File: src/rtl/port_request_collector_pkg.sv
// Shared sizing and payload/port-index types for the port request collector.
package port_request_collector_pkg;
  localparam int PORTCOUNT     = 4;
  localparam int PORTADDRWIDTH = 2;
  localparam int DATAWIDTH     = 32;

  typedef logic [PORTADDRWIDTH-1:0] portIdx_t;
  typedef logic [DATAWIDTH-1:0]     payload_t;
endpackage

File: src/rtl/port_request_collector_if.sv
// Request, priority-handshake and output-stage bundle of the port request collector.
// master: clients, priority block and downstream; slave: the collector itself.
interface port_request_collector_if #(
  parameter int PORTCOUNT     = port_request_collector_pkg::PORTCOUNT,
  parameter int PORTADDRWIDTH = port_request_collector_pkg::PORTADDRWIDTH,
  parameter int DATAWIDTH     = port_request_collector_pkg::DATAWIDTH
);
  logic [PORTCOUNT-1:0]           PortReqValid;
  logic [PORTCOUNT*DATAWIDTH-1:0] PortReqData;
  logic [PORTCOUNT-1:0]           PortReqReady;
  logic [PORTCOUNT-1:0]           PortACKVector;
  logic [PORTADDRWIDTH-1:0]       PortSelection;
  logic                           OutValid;
  logic [DATAWIDTH-1:0]           OutData;
  logic [PORTADDRWIDTH-1:0]       OutPort;
  logic                           OutReady;

  modport master (
    output PortReqValid, PortReqData, PortSelection, OutReady,
    input  PortReqReady, PortACKVector, OutValid, OutData, OutPort
  );

  modport slave (
    input  PortReqValid, PortReqData, PortSelection, OutReady,
    output PortReqReady, PortACKVector, OutValid, OutData, OutPort
  );
endinterface

File: src/rtl/port_request_collector_slot.sv
// One-entry holding slot: captures a payload when empty, drops it on clear.
// Capture and clear are mutually exclusive by construction (capture needs empty, clear needs full).
module port_holding_slot
  import port_request_collector_pkg::*;
#(
  parameter int WIDTH = $bits(payload_t)
) (
  input  logic             clk,
  input  logic             sync_rst,
  input  logic             capture,
  input  logic             clear,
  input  logic [WIDTH-1:0] dataIn,
  output logic             full,
  output logic [WIDTH-1:0] data
);
  always_ff @(posedge clk) begin
    if (sync_rst) begin
      full <= 1'b0;
      data <= '0;
    end else if (clear) begin
      full <= 1'b0;
    end else if (capture) begin
      full <= 1'b1;
      data <= dataIn;
    end
  end
endmodule

File: src/rtl/port_request_collector.sv
// Collects one pending request per port, offers the pending set to the priority block and
// forwards its selection through a registered valid/ready stage (1 cycle capture-to-output).
module port_request_collector #(
  parameter int PORTCOUNT     = port_request_collector_pkg::PORTCOUNT,
  parameter int PORTADDRWIDTH = port_request_collector_pkg::PORTADDRWIDTH,
  parameter int DATAWIDTH     = port_request_collector_pkg::DATAWIDTH
) (
  input logic clk,
  input logic sync_rst,
  input logic clk_en,
  port_request_collector_if.slave bus
);
  logic [PORTCOUNT-1:0]     slotFull;
  logic [DATAWIDTH-1:0]     slotData [PORTCOUNT];
  logic [PORTCOUNT-1:0]     reqReady;
  logic [PORTCOUNT-1:0]     capture;
  logic [PORTCOUNT-1:0]     clear;
  logic                     accept;
  logic                     selFull;
  logic [DATAWIDTH-1:0]     selData;
  logic                     transfer;
  logic                     outValid;
  logic [DATAWIDTH-1:0]     outData;
  logic [PORTADDRWIDTH-1:0] outPort;

  // Ready comes from slot state only, so a draining slot cannot refill in the same cycle.
  assign reqReady = {PORTCOUNT{clk_en}} & ~slotFull;
  assign capture  = bus.PortReqValid & reqReady;
  assign accept   = clk_en && (!outValid || bus.OutReady);

  // Gating with accept keeps the priority block from rotating when no grant can be taken.
  assign bus.PortACKVector = slotFull & {PORTCOUNT{accept}};
  assign bus.PortReqReady  = reqReady;

  // Out-of-range or empty selections simply leave selFull low.
  always_comb begin
    selFull = 1'b0;
    selData = '0;
    for (int p = 0; p < PORTCOUNT; p++) begin
      if (bus.PortSelection == PORTADDRWIDTH'(p)) begin
        selFull = slotFull[p];
        selData = slotData[p];
      end
    end
  end

  assign transfer = accept && selFull;

  always_comb begin
    clear = '0;
    for (int p = 0; p < PORTCOUNT; p++) begin
      clear[p] = transfer && (bus.PortSelection == PORTADDRWIDTH'(p));
    end
  end

  for (genvar p = 0; p < PORTCOUNT; p++) begin : gSlot
    port_holding_slot #(
      .WIDTH(DATAWIDTH)
    ) uSlot (
      .clk     (clk),
      .sync_rst(sync_rst),
      .capture (capture[p]),
      .clear   (clear[p]),
      .dataIn  (bus.PortReqData[p*DATAWIDTH +: DATAWIDTH]),
      .full    (slotFull[p]),
      .data    (slotData[p])
    );
  end

  always_ff @(posedge clk) begin
    if (sync_rst) begin
      outValid <= 1'b0;
      outData  <= '0;
      outPort  <= '0;
    end else if (accept) begin
      outValid <= transfer;
      if (transfer) begin
        outData <= selData;
        outPort <= bus.PortSelection;
      end
    end
  end

  assign bus.OutValid = outValid;
  assign bus.OutData  = outData;
  assign bus.OutPort  = outPort;
endmodule

File: src/flat_wrapper.sv
// flat-port wrapper written by rule: the top's interface ports become plain ports
module port_request_collector_flat 
#(
  parameter int PORTCOUNT     = port_request_collector_pkg::PORTCOUNT,
  parameter int PORTADDRWIDTH = port_request_collector_pkg::PORTADDRWIDTH,
  parameter int DATAWIDTH     = port_request_collector_pkg::DATAWIDTH
)
  (clk, sync_rst, clk_en, bus_PortReqValid, bus_PortReqData, bus_PortSelection, bus_OutReady, bus_PortReqReady, bus_PortACKVector, bus_OutValid, bus_OutData, bus_OutPort);
  port_request_collector_if #(.PORTCOUNT(PORTCOUNT), .PORTADDRWIDTH(PORTADDRWIDTH), .DATAWIDTH(DATAWIDTH)) bus_i ();
  input logic clk;
  input logic sync_rst;
  input logic clk_en;
  input wire logic [$bits(bus_i.PortReqValid)-1:0] bus_PortReqValid;
  input wire logic [$bits(bus_i.PortReqData)-1:0] bus_PortReqData;
  input wire logic [$bits(bus_i.PortSelection)-1:0] bus_PortSelection;
  input wire logic [$bits(bus_i.OutReady)-1:0] bus_OutReady;
  output wire logic [$bits(bus_i.PortReqReady)-1:0] bus_PortReqReady;
  output wire logic [$bits(bus_i.PortACKVector)-1:0] bus_PortACKVector;
  output wire logic [$bits(bus_i.OutValid)-1:0] bus_OutValid;
  output wire logic [$bits(bus_i.OutData)-1:0] bus_OutData;
  output wire logic [$bits(bus_i.OutPort)-1:0] bus_OutPort;
  assign bus_i.PortReqValid = bus_PortReqValid;
  assign bus_i.PortReqData = bus_PortReqData;
  assign bus_i.PortSelection = bus_PortSelection;
  assign bus_i.OutReady = bus_OutReady;
  assign bus_PortReqReady = bus_i.PortReqReady;
  assign bus_PortACKVector = bus_i.PortACKVector;
  assign bus_OutValid = bus_i.OutValid;
  assign bus_OutData = bus_i.OutData;
  assign bus_OutPort = bus_i.OutPort;
  port_request_collector #(.PORTCOUNT(PORTCOUNT), .PORTADDRWIDTH(PORTADDRWIDTH), .DATAWIDTH(DATAWIDTH)) u_core (.clk(clk), .sync_rst(sync_rst), .clk_en(clk_en), .bus(bus_i));
endmodule
File: config.mk
export PLATFORM = sky130hd
export DESIGN_NAME = port_request_collector_flat
export DESIGN_NICKNAME = d
export VERILOG_FILES = /design/src/rtl/port_request_collector_pkg.sv /design/src/rtl/port_request_collector_if.sv /design/src/rtl/port_request_collector_slot.sv /design/src/rtl/port_request_collector.sv /design/src/flat_wrapper.sv
export SDC_FILE = /design/constraint.sdc
export NUM_CORES = 1
export LEC_CHECK = 0
export CORE_MARGIN = 10
export CORE_UTILIZATION = 59
export CTS_BUF_LIST = sky130_fd_sc_hd__clkbuf_16
export DETAILED_ROUTE_END_ITERATION = 12
export DONT_BUFFER_PORTS = 1
export GPL_TIMING_DRIVEN = 0
export PLACE_DENSITY = 0.81
export SETUP_SLACK_MARGIN = 0.3
export SLEW_MARGIN = 10
export SYNTH_ARGS = -nofsm -noshare
export SYNTH_HDL_FRONTEND = slang
export SYNTH_SLANG_ARGS = --single-unit
File: constraint.sdc
create_clock -name clk -period 1.6 [get_ports clk]
set_input_delay 0.16 -clock clk [delete_from_list [all_inputs] [get_ports clk]]
set_output_delay 0.16 -clock clk [all_outputs]
set_load 0.02 [all_outputs]
==> results of run 1 <==
timing repair:
item / CTS
pin swaps: 33
hold endpoints to repair: 128
gates cloned: 10
hold buffers: 129
endpoints found under the setup margin: 168
setup buffers: 12
gates resized for setup: 165
kinds of logic after synthesis:
family	count (synthesis)
and+or+nand+nor	315
DFF	167
AOI/OAI and AO/OA	208
buffers and inverters	72
muxes	34
layer usage:
metal  overflow  track usage, %
met5          0            23.2
met4          2            64.8
met3          0            59.5
met2          1            82.4
met1          0            64.0
through the flow:
step           util (%)  hold slack, ns  TNS, ns  setup WS [ns]  instances
2_1_floorplan         -           0.296        0          0.304        796
4_1_cts            86.1          -0.141        0          0.193       1122
3_3_place_gp       61.8           0.297    -1.32         -0.108        939
3_5_place_dp       61.8           0.303    -2.59         -0.151        939
==> flow_summary.toml, run 1 <==
[outcome]
run_status = "did not finish"
lastStage = "5_1_grt"
stop_error = "[ERROR GRT-0232] Routing congestion too high. Check the congestion heatmap in the GUI."

[die]
row_count = 39
dieWidth_microns = 128
chipHeight_microns = 128
ios = 181
initial_utilization_pct = 60.2

[place]
post-dp-hpwl_mm = 15.6
place.port_buffers = 0
dp_area_sq_um = 7030
gp_routability_congestion = 0.921

[synthesis]
dominant_cell_by_count_in_the_synthesized_netlist = "nand2_1"
synth-adder-area-share_pct = 0
mappedNetlistNets = 934
synth_cells = 796
syn-cell-area_sq_um = 6850
synth_area_leaders = "dfxtp_1 49%, nand2_1 14%, a21oi_1 12%"
synth-seq-cells = 167
synth_top_family_by_area = "simple AND/OR/NAND/NOR gates"
synth_top_area_share_pct = 48.8
syn_avg_cell_area_sq_um = 8.60
synth-main-ff-cell = "dfxtp_1"
yosys.cell_types.count = 26
synthMuxAreaShare_pct = 11.1
yosys.area_share.xor_xnor_pct = 0
seq_area_frac_synth_pct = 48.8
synth-edff-count = 0
synthSimpleGateAreaFrac_pct = 18.6
netlist_top_cells_count = "264 x nand2_1, 167 x dfxtp_1, 166 x a21oi_1, 35 x nand3_1, 27 x o21ai_0"
ys_warn_count = 0
synth-async-reset-ratio_pct = 0
yosysTopAreaCell = "dfxtp_1"
synth-compound-area-share_pct = 15.6

[clock_network]
buffers_from_clock_root_to_sink_at_most = 2
cts_made_buffers = 17
cts.sink_count = 167
h_tree_level_count = 4
clock_tree.root_cell = "clkbuf_16"

[global_route]
maximum_number_of_pins_on_one_net_before_global_route_repair = 17
groute.usage.overall_pct = 67.3
antenna_violations_before_repair = 8
grt_overflow = 3

[sta]
worst-endpoint-pin-kind = "register data pin"
worstEndpointGrtRepair = "u_core.gSlot[1].uSlot.data[21]$_SDFFE_PP0P_/D"
==> run 2: changes to the inputs <==
CORE_UTILIZATION = 40   (was 59)
CTS_BUF_LIST = not set   (was sky130_fd_sc_hd__clkbuf_16)
PLACE_DENSITY = not set   (was 0.81)
PLACE_DENSITY_LB_ADDON = 0.15   (was not set)
SETUP_SLACK_MARGIN = not set   (was 0.3)
==> run 2 against run 1 <==
Effect of this change:
- the run now ends clean
- synthesized cell count did not move
- area after synthesis did not move
==> flow_summary.toml, run 2 <==
[sta]
skew_ns = 0.00857
timing.slew.headroom_pct = 54.3
max_freq_mhz = 655
drv_slew = 0
report.final.setup_viol = 0
tightest_slew_ns = 0.685
fin_crit_sh_pct = 95.5
postLayoutSetupSlackWorst_ns = 0.0724
final_period_minus_worst_setup_slack_ns = 1.53
timing.final.hold_violations = 0

[die]
ios = 181
initial_utilization_pct = 41.0
dieWidth_microns = 151
chipHeight_microns = 151
die_area_sq_um = 22700
row_count = 47
fp.coreArea_sq_um = 16700

[global_route]
maximum_number_of_pins_on_one_net_before_global_route_repair = 17
antenna_violations_before_repair = 3
first_global_vias = 6427
grt_overflow = 0
groute.usage.overall_pct = 20.8
grt_pass1_wl_mm = 35.9

[power_and_ir_drop]
vdd_ir_drop_max_mv = 0.774
power.leakage_nw = 3.31
power.total_mw = 9.86
power.density_cell_area_nw_per_um2 = 1090

[place]
dp_area_sq_um = 7120
pre_cts_slack_ns = -0.360
place.port_buffers = 0
gp_routability_congestion = 0.842
post-dp-hpwl_mm = 17.1

[setup_path]
critical_path.cell_chain = "and2b_2 -> nand2_1 -> buf_2 -> nand2_1 -> a21oi_1"
r2r_cells = 5
rr_endpoint = "u_core.gSlot[3].uSlot.data[29]$_SDFFE_PP0P_"
crit_buf_inv = 1
regToRegSetupSlack_ns = 0.07
rr_startpoint = "u_core.gSlot[3].uSlot.full$_SDFFE_PP0P_"
worstSetupEndpointType = "register"
path_max_fanout = 10
required_ns = 1.95
critical-path-slowest-cell = "dfxtp_1"
cpLargestDelayFamily = "simple AND/OR/NAND/NOR gates"
cp_data_arrival_time_ns = 1.88
worst_setup_path_start_kind = "register"
crit_path_frequent_cell = "nand2_1"
slowest_delay_ns = 0.36
path_class = "register to register"

[clock_network]
clkLatencyLatePin_ns = 0.43
tritoncts = "yes"
buffers_from_clock_root_to_sink_at_most = 2
cts_made_buffers = 17
h_tree_level_count = 4
clock_tree.root_cell = "clkbuf_16"
worst_setup_hold_path_clk_slew_ns = 0.06
cts.sink_count = 167

[detailed_routing]
routed_wl_mm = 23.9
drt-vias-per-instance = 5.32
ant_nets = 0
detailroute.via_count = 6270
dr.first_iter.drc_count = 387
drcViolationCount = 0
drtPass1Iterations = 5
average_wire_per_standard_cell_microns = 20.3

[hold_path]
timing.hold.worst_path_depth = 3
hold_path.class = "input pin to register"
hold_path_end = "u_core.gSlot[1].uSlot.data[0]$_SDFFE_PP0P_"
min-delay-start = "bus_PortReqValid[1]"

[synthesis]
synth-async-reset-ratio_pct = 0
ys_warn_count = 0
synth_area_leaders = "dfxtp_1 49%, nand2_1 14%, a21oi_1 12%"
seq_area_frac_synth_pct = 48.8
synth_top_area_share_pct = 48.8
yosysTopAreaCell = "dfxtp_1"
synth-seq-cells = 167
syn_avg_cell_area_sq_um = 8.60
mappedNetlistNets = 934
synth-main-ff-cell = "dfxtp_1"
syn-cell-area_sq_um = 6850
synth-edff-count = 0
yosys.cell_types.count = 26
netlist_top_cells_count = "264 x nand2_1, 167 x dfxtp_1, 166 x a21oi_1, 35 x nand3_1, 27 x o21ai_0"
dominant_cell_by_count_in_the_synthesized_netlist = "nand2_1"
synth_cells = 796

[outcome]
run_status = "finished, final reports clean"

[finish]
synthToLayoutAreaGrowth_pct = 32.7
layout.cells.most_common = "nand2_1"
nets = 1081
final_layout_size_suffix_gt1_share_pct = 12.5
layout.cells.most_common_list = "262 x nand2_1, 166 x a21oi_1, 164 x dfxtp_1"
largest_register_ff_count = 128
regMostFlops = "u_core.gSlot.uSlot.data"
layout.cell_area.non_filler_sq_um = 9080

[job]
maximum_capacitance_violations = 0
==> run 2: cell counts after synthesis <==
No cell type changed its count.
==> run 2: power by group <==
group / switching, mW / internal, mW / leakage [nW]
combinational: 0.653 / 0.547 / 1.66
sequential: 0.120 / 4.33 / 1.36
clock: 1.69 / 2.52 / 0.286
==> run 2: logic make-up after synthesis <==
logic type | Yosys count | synth area share [%]
compound gates | 208 | 15.6
flops | 167 | 48.8
mux | 34 | 11.1
buf+inv | 72 | 5.87
simple gates | 315 | 18.6
==> run 2: through the flow <==
step	util (%)	hold WS (ns)	TNS (ns)	instances
after floorplan	-	0.296	0	796
after global placement	42.6	0.299	-18.65	1016
after detailed placement	42.6	0.303	-19.74	1016
after CTS	54.0	0.0396	0	1175
after global routing	54.4	0.0125	-0.00445	1178
final	54.4	0.0132	0	1178
==> run 2: area by class of cell <==
type | instances | area [sq um]
diodes | 3 | 7.51
plain buffers | 69 | 433
clock buffers | 22 | 464
clock inverters | 9 | 125
fillers | 1551 | 7620
inverters | 3 | 11.3
multi-input cells | 557 | 3140
flip-flops and latches | 167 | 3350
well taps | 220 | 275
repair buffers | 128 | 1280
==> run 2: how the worst max path moves through the flow <==
stage / depth (start not counted) / endpoint / startpoint
after CTS: 6 / u_core.gSlot[1].uSlot.data[15]$_SDFFE_PP0P_ / u_core.gSlot[1].uSlot.full$_SDFFE_PP0P_
after floorplan: 6 / u_core.gSlot[0].uSlot.data[10]$_SDFFE_PP0P_ / u_core.gSlot[0].uSlot.full$_SDFFE_PP0P_
after global placement: 5 / u_core.gSlot[0].uSlot.data[19]$_SDFFE_PP0P_ / u_core.gSlot[0].uSlot.full$_SDFFE_PP0P_
after detailed placement: 5 / u_core.gSlot[0].uSlot.data[19]$_SDFFE_PP0P_ / u_core.gSlot[0].uSlot.full$_SDFFE_PP0P_
after global routing: 6 / u_core.gSlot[1].uSlot.data[12]$_SDFFE_PP0P_ / u_core.gSlot[1].uSlot.full$_SDFFE_PP0P_
final: 5 / u_core.gSlot[3].uSlot.data[29]$_SDFFE_PP0P_ / u_core.gSlot[3].uSlot.full$_SDFFE_PP0P_
==> run 2: timing repair <==
item / 4_1_cts / 5_1_grt
hold buffers: 128 / 0
endpoints found under the setup margin: 105 / 128
gates resized for setup: 15 / 19
hold endpoints to repair: 128 / 0
buffers inserted: 0 / 0
==> run 2: routing by layer <==
layer | global-route usage, % | up-vias | routed length, microns
li1 | - | 3003 | -
met1 | 25.2 | 2988 | 9760
met3 | 6.38 | 39 | 2050
met2 | 33.7 | 240 | 11500
met5 | 0 | - | 0
met4 | 8.33 | 0 | 623
==> run 2: worst reg2reg max path: stages, from the launching register on <==
cell and delay (ns):
dfxtp_1 0.36, and2b_2 0.30, nand2_1 0.21, buf_2 0.31, nand2_1 0.11, a21oi_1 0.15
Power figures use the tool's default switching activity.
==> run 3: changes to the inputs <==
ABC_AREA = 1   (was not set)
HOLD_SLACK_MARGIN = 0.02   (was not set)
==> run 3 against run 2 <==
Effect of this change:
- hold slack improved by 0.085 ns
- maximum frequency increased by 1.8%
- flip-flop and latch count stayed put
- clock skew increased by 0.0016 ns
==> flow_summary.toml, run 3 <==
[detailed_routing]
drt-vias-per-instance = 5.06
ant_nets = 0
detailroute.via_count = 7068
average_wire_per_standard_cell_microns = 18.6
drcViolationCount = 0
routed_wl_mm = 26.0
drtPass1Iterations = 7
dr.first_iter.drc_count = 447

[power_and_ir_drop]
power.switching_mw = 2.82
power.leakage_nw = 3.66
power.density_cell_area_nw_per_um2 = 1110
cell_internal_pwr_mw = 7.43
power_frac_seq_pct = 45.2
pwr-share-clk_pct = 41.5
power.share.combinational_pct = 13.3
power.share.switching_pct = 27.6
vdd_ir_drop_max_mv = 0.756

[finish]
layout.cells.most_common_list = "369 x nand2_1, 163 x dfxtp_1, 135 x a21oi_1"
layout.cell_area.non_filler_sq_um = 9260
multi_input_comb_area_sq_um = 3180
regMostFlops = "u_core.gSlot.uSlot.data"
final_layout_size_suffix_gt1_share_pct = 6.84
nets = 1296
filler_cell_count = 1719
largest_register_ff_count = 128
layout.cells.most_common = "nand2_1"
final-seq-area_sq_um = 3350
synthToLayoutAreaGrowth_pct = 33.7

[setup_path]
worst_setup_path_start_kind = "register"
r2r_cells = 5
worstSetupEndpointType = "output port"
crit_buf_inv = 1
critical-path-slowest-cell = "dfxtp_2"
cpLargestDelayFamily = "flip-flops"
slowest_delay_ns = 0.34
critical_path.cell_chain = "nor2_4 -> buf_2"
path_class = "register to output port"
path_max_fanout = 10
rr_endpoint = "u_core.gSlot[1].uSlot.data[11]$_SDFFE_PP0P_"
cp_data_arrival_time_ns = 1.34
rr_startpoint = "u_core.gSlot[1].uSlot.full$_SDFFE_PP0P_"
required_ns = 1.44
regToRegSetupSlack_ns = 0.11

[global_route]
grt_pass1_wl_mm = 39.0
grt_overflow = 0
first_global_vias = 6796
antenna_violations_before_repair = 1
groute.usage.overall_pct = 22.1
maximum_number_of_pins_on_one_net_before_global_route_repair = 17

[sta]
fin_worst_hold_slack_ns = 0.0982
report.final.setup_viol = 0
max_freq_mhz = 667
grt_setup_unrepaired = "false"
skew_ns = 0.0102
tightest_slew_ns = 0.705
timing.final.hold_violations = 0
final_period_minus_worst_setup_slack_ns = 1.50
timing.slew.headroom_pct = 53.0
fin_crit_sh_pct = 93.8
drv_slew = 0

[synthesis]
synth_cells = 1006
yosysTopAreaCell = "dfxtp_1"
seq_area_frac_synth_pct = 48.2
yosys.cell_types.count = 17
mappedNetlistNets = 1144
dominant_cell_by_count_in_the_synthesized_netlist = "nand2_1"
synth-main-ff-cell = "dfxtp_1"
syn-cell-area_sq_um = 6930
syn_avg_cell_area_sq_um = 6.89
synth_top_area_share_pct = 48.2
synth-edff-count = 0
ys_warn_count = 0
synth-seq-cells = 167
netlist_top_cells_count = "373 x nand2_1, 167 x dfxtp_1, 135 x a21oi_1, 99 x nand3_1, 77 x nor2_1"
synth_area_leaders = "dfxtp_1 48%, nand2_1 20%, a21oi_1 9.7%"
synth-async-reset-ratio_pct = 0

[die]
initial_utilization_pct = 40.5
die_area_sq_um = 23000
dieWidth_microns = 152
row_count = 48
fp.coreArea_sq_um = 17100
chipHeight_microns = 152
ios = 181

[clock_network]
worst_setup_hold_path_clk_slew_ns = 0.07
h_tree_level_count = 4
tritoncts = "yes"
clock_tree.root_cell = "clkbuf_16"
cts.sink_count = 167
buffers_from_clock_root_to_sink_at_most = 2
cts_made_buffers = 17
clkLatencyLatePin_ns = 0.43

[place]
post-dp-hpwl_mm = 18.2
dp_area_sq_um = 7210
gp_routability_congestion = 0.827
place.port_buffers = 0

[job]
maximum_capacitance_violations = 0

[hold_path]
timing.hold.worst_path_depth = 5
min-delay-start = "clk_en"
hold_path.class = "input pin to register"
hold_path_end = "u_core.gSlot[1].uSlot.full$_SDFFE_PP0P_"

[outcome]
run_status = "finished, final reports clean"
run 3: cell count changes after synthesis, moves of 11 or more:
cell,change
a21oi_1,-31
buf_2,-11
buf_4,-14
clkbuf_1,+29
inv_1,+41
mux4_2,-26
nand2_1,+109
nand3_1,+64
nand4_1,+32
nor2_1,+77
o21ai_0,-26
run 3: worst max-delay path by stage:
stage / startpoint / endpoint / slack [ns] / cells after the start
6_report: u_core.gSlot[2].uSlot.full$_SDFFE_PP0P_ / bus_PortReqReady[2] / 0.1 / 2
3_5_place_dp: u_core.gSlot[3].uSlot.full$_SDFFE_PP0P_ / u_core.gSlot[3].uSlot.data[21]$_SDFFE_PP0P_ / -0.47 / 6
4_1_cts: u_core.bus.OutValid$_SDFFE_PP0N_ / bus_PortACKVector[2] / -0.008 / 3
3_3_place_gp: u_core.gSlot[3].uSlot.full$_SDFFE_PP0P_ / u_core.gSlot[3].uSlot.data[21]$_SDFFE_PP0P_ / -0.42 / 6
2_1_floorplan: u_core.bus.OutValid$_SDFFE_PP0N_ / u_core.bus.OutData[12]$_SDFFE_PP0P_ / 0.20 / 8
5_1_grt: u_core.bus.OutValid$_SDFFE_PP0N_ / u_core.bus.OutData[11]$_SDFFE_PP0P_ / 0.003 / 9
run 3: logic make-up (layout without fill, tap and decap cells):
kind of cell / after synthesis / count (layout) / share of synthesized area, %
compound gates: 138 / 138 / 10.1
buf+inv: 119 / 283 / 7.13
flops: 167 / 167 / 48.2
other cells: 0 / 1 / 0
simple gates: 582 / 582 / 34.6
run 3: power groups by stage:
stage / Clock (mW) / Sequential (mW) / Combinational, mW
6_report: 4.25 / 4.64 / 1.36
4_1_cts: 4.27 / 4.64 / 1.32
5_1_grt: 4.45 / 4.67 / 1.50
3_5_place_dp: 0 / 4.72 / 1.02
2_1_floorplan: 0 / 4.68 / 0.731
3_3_place_gp: 0 / 4.72 / 1.01
run 3: routing by layer:
metal	GRT usage, %	wire length [microns]
met5	0	0
met4	6.15	445
met3	5.38	1870
met2	35.3	12100
met1	29.3	11600
run 3: final cells by class:
type                       count  area share [%]
clock buffer                  19            4.78
clock inverter                12            1.63
multi-input combinational    720            34.3
sequential                   167            36.1
inverter                      46            1.89
buffer                        73            3.82
antenna                        1          0.0270
timing repair buffer         133            14.3
tap                          225            3.04
run 3: through the flow:
stage                     power (mW)  TNS [ns]  std cells  worst slack [ns]  util [%]
after CTS                       10.2   -0.0164       1393          -0.00847      53.6
after detailed placement        5.74    -31.97       1231            -0.468      42.1
final                           10.3         0       1396            0.0999      54.1
after global placement          5.73    -29.95       1231            -0.424      42.1
after global routing            10.6         0       1396           0.00259      54.1
after floorplan                 5.41         0       1006             0.196         -
run 3: tightest hold or removal path, cell delays in order:
cell and delay, ns:
o211ai_1 0.09, nor2_1 0.11, nand2_1 0.07, nand2_1 0.04
inv_1 0.04
run 3: what timing repair did:
action | CTS | global route
hold endpoints to repair | 131 | 2
setup endpoints to repair | 160 | 98
setup buffers | 0 | 1
gates resized for setup | 16 | 34
cloned | 0 | 0
hold buffers | 131 | 1
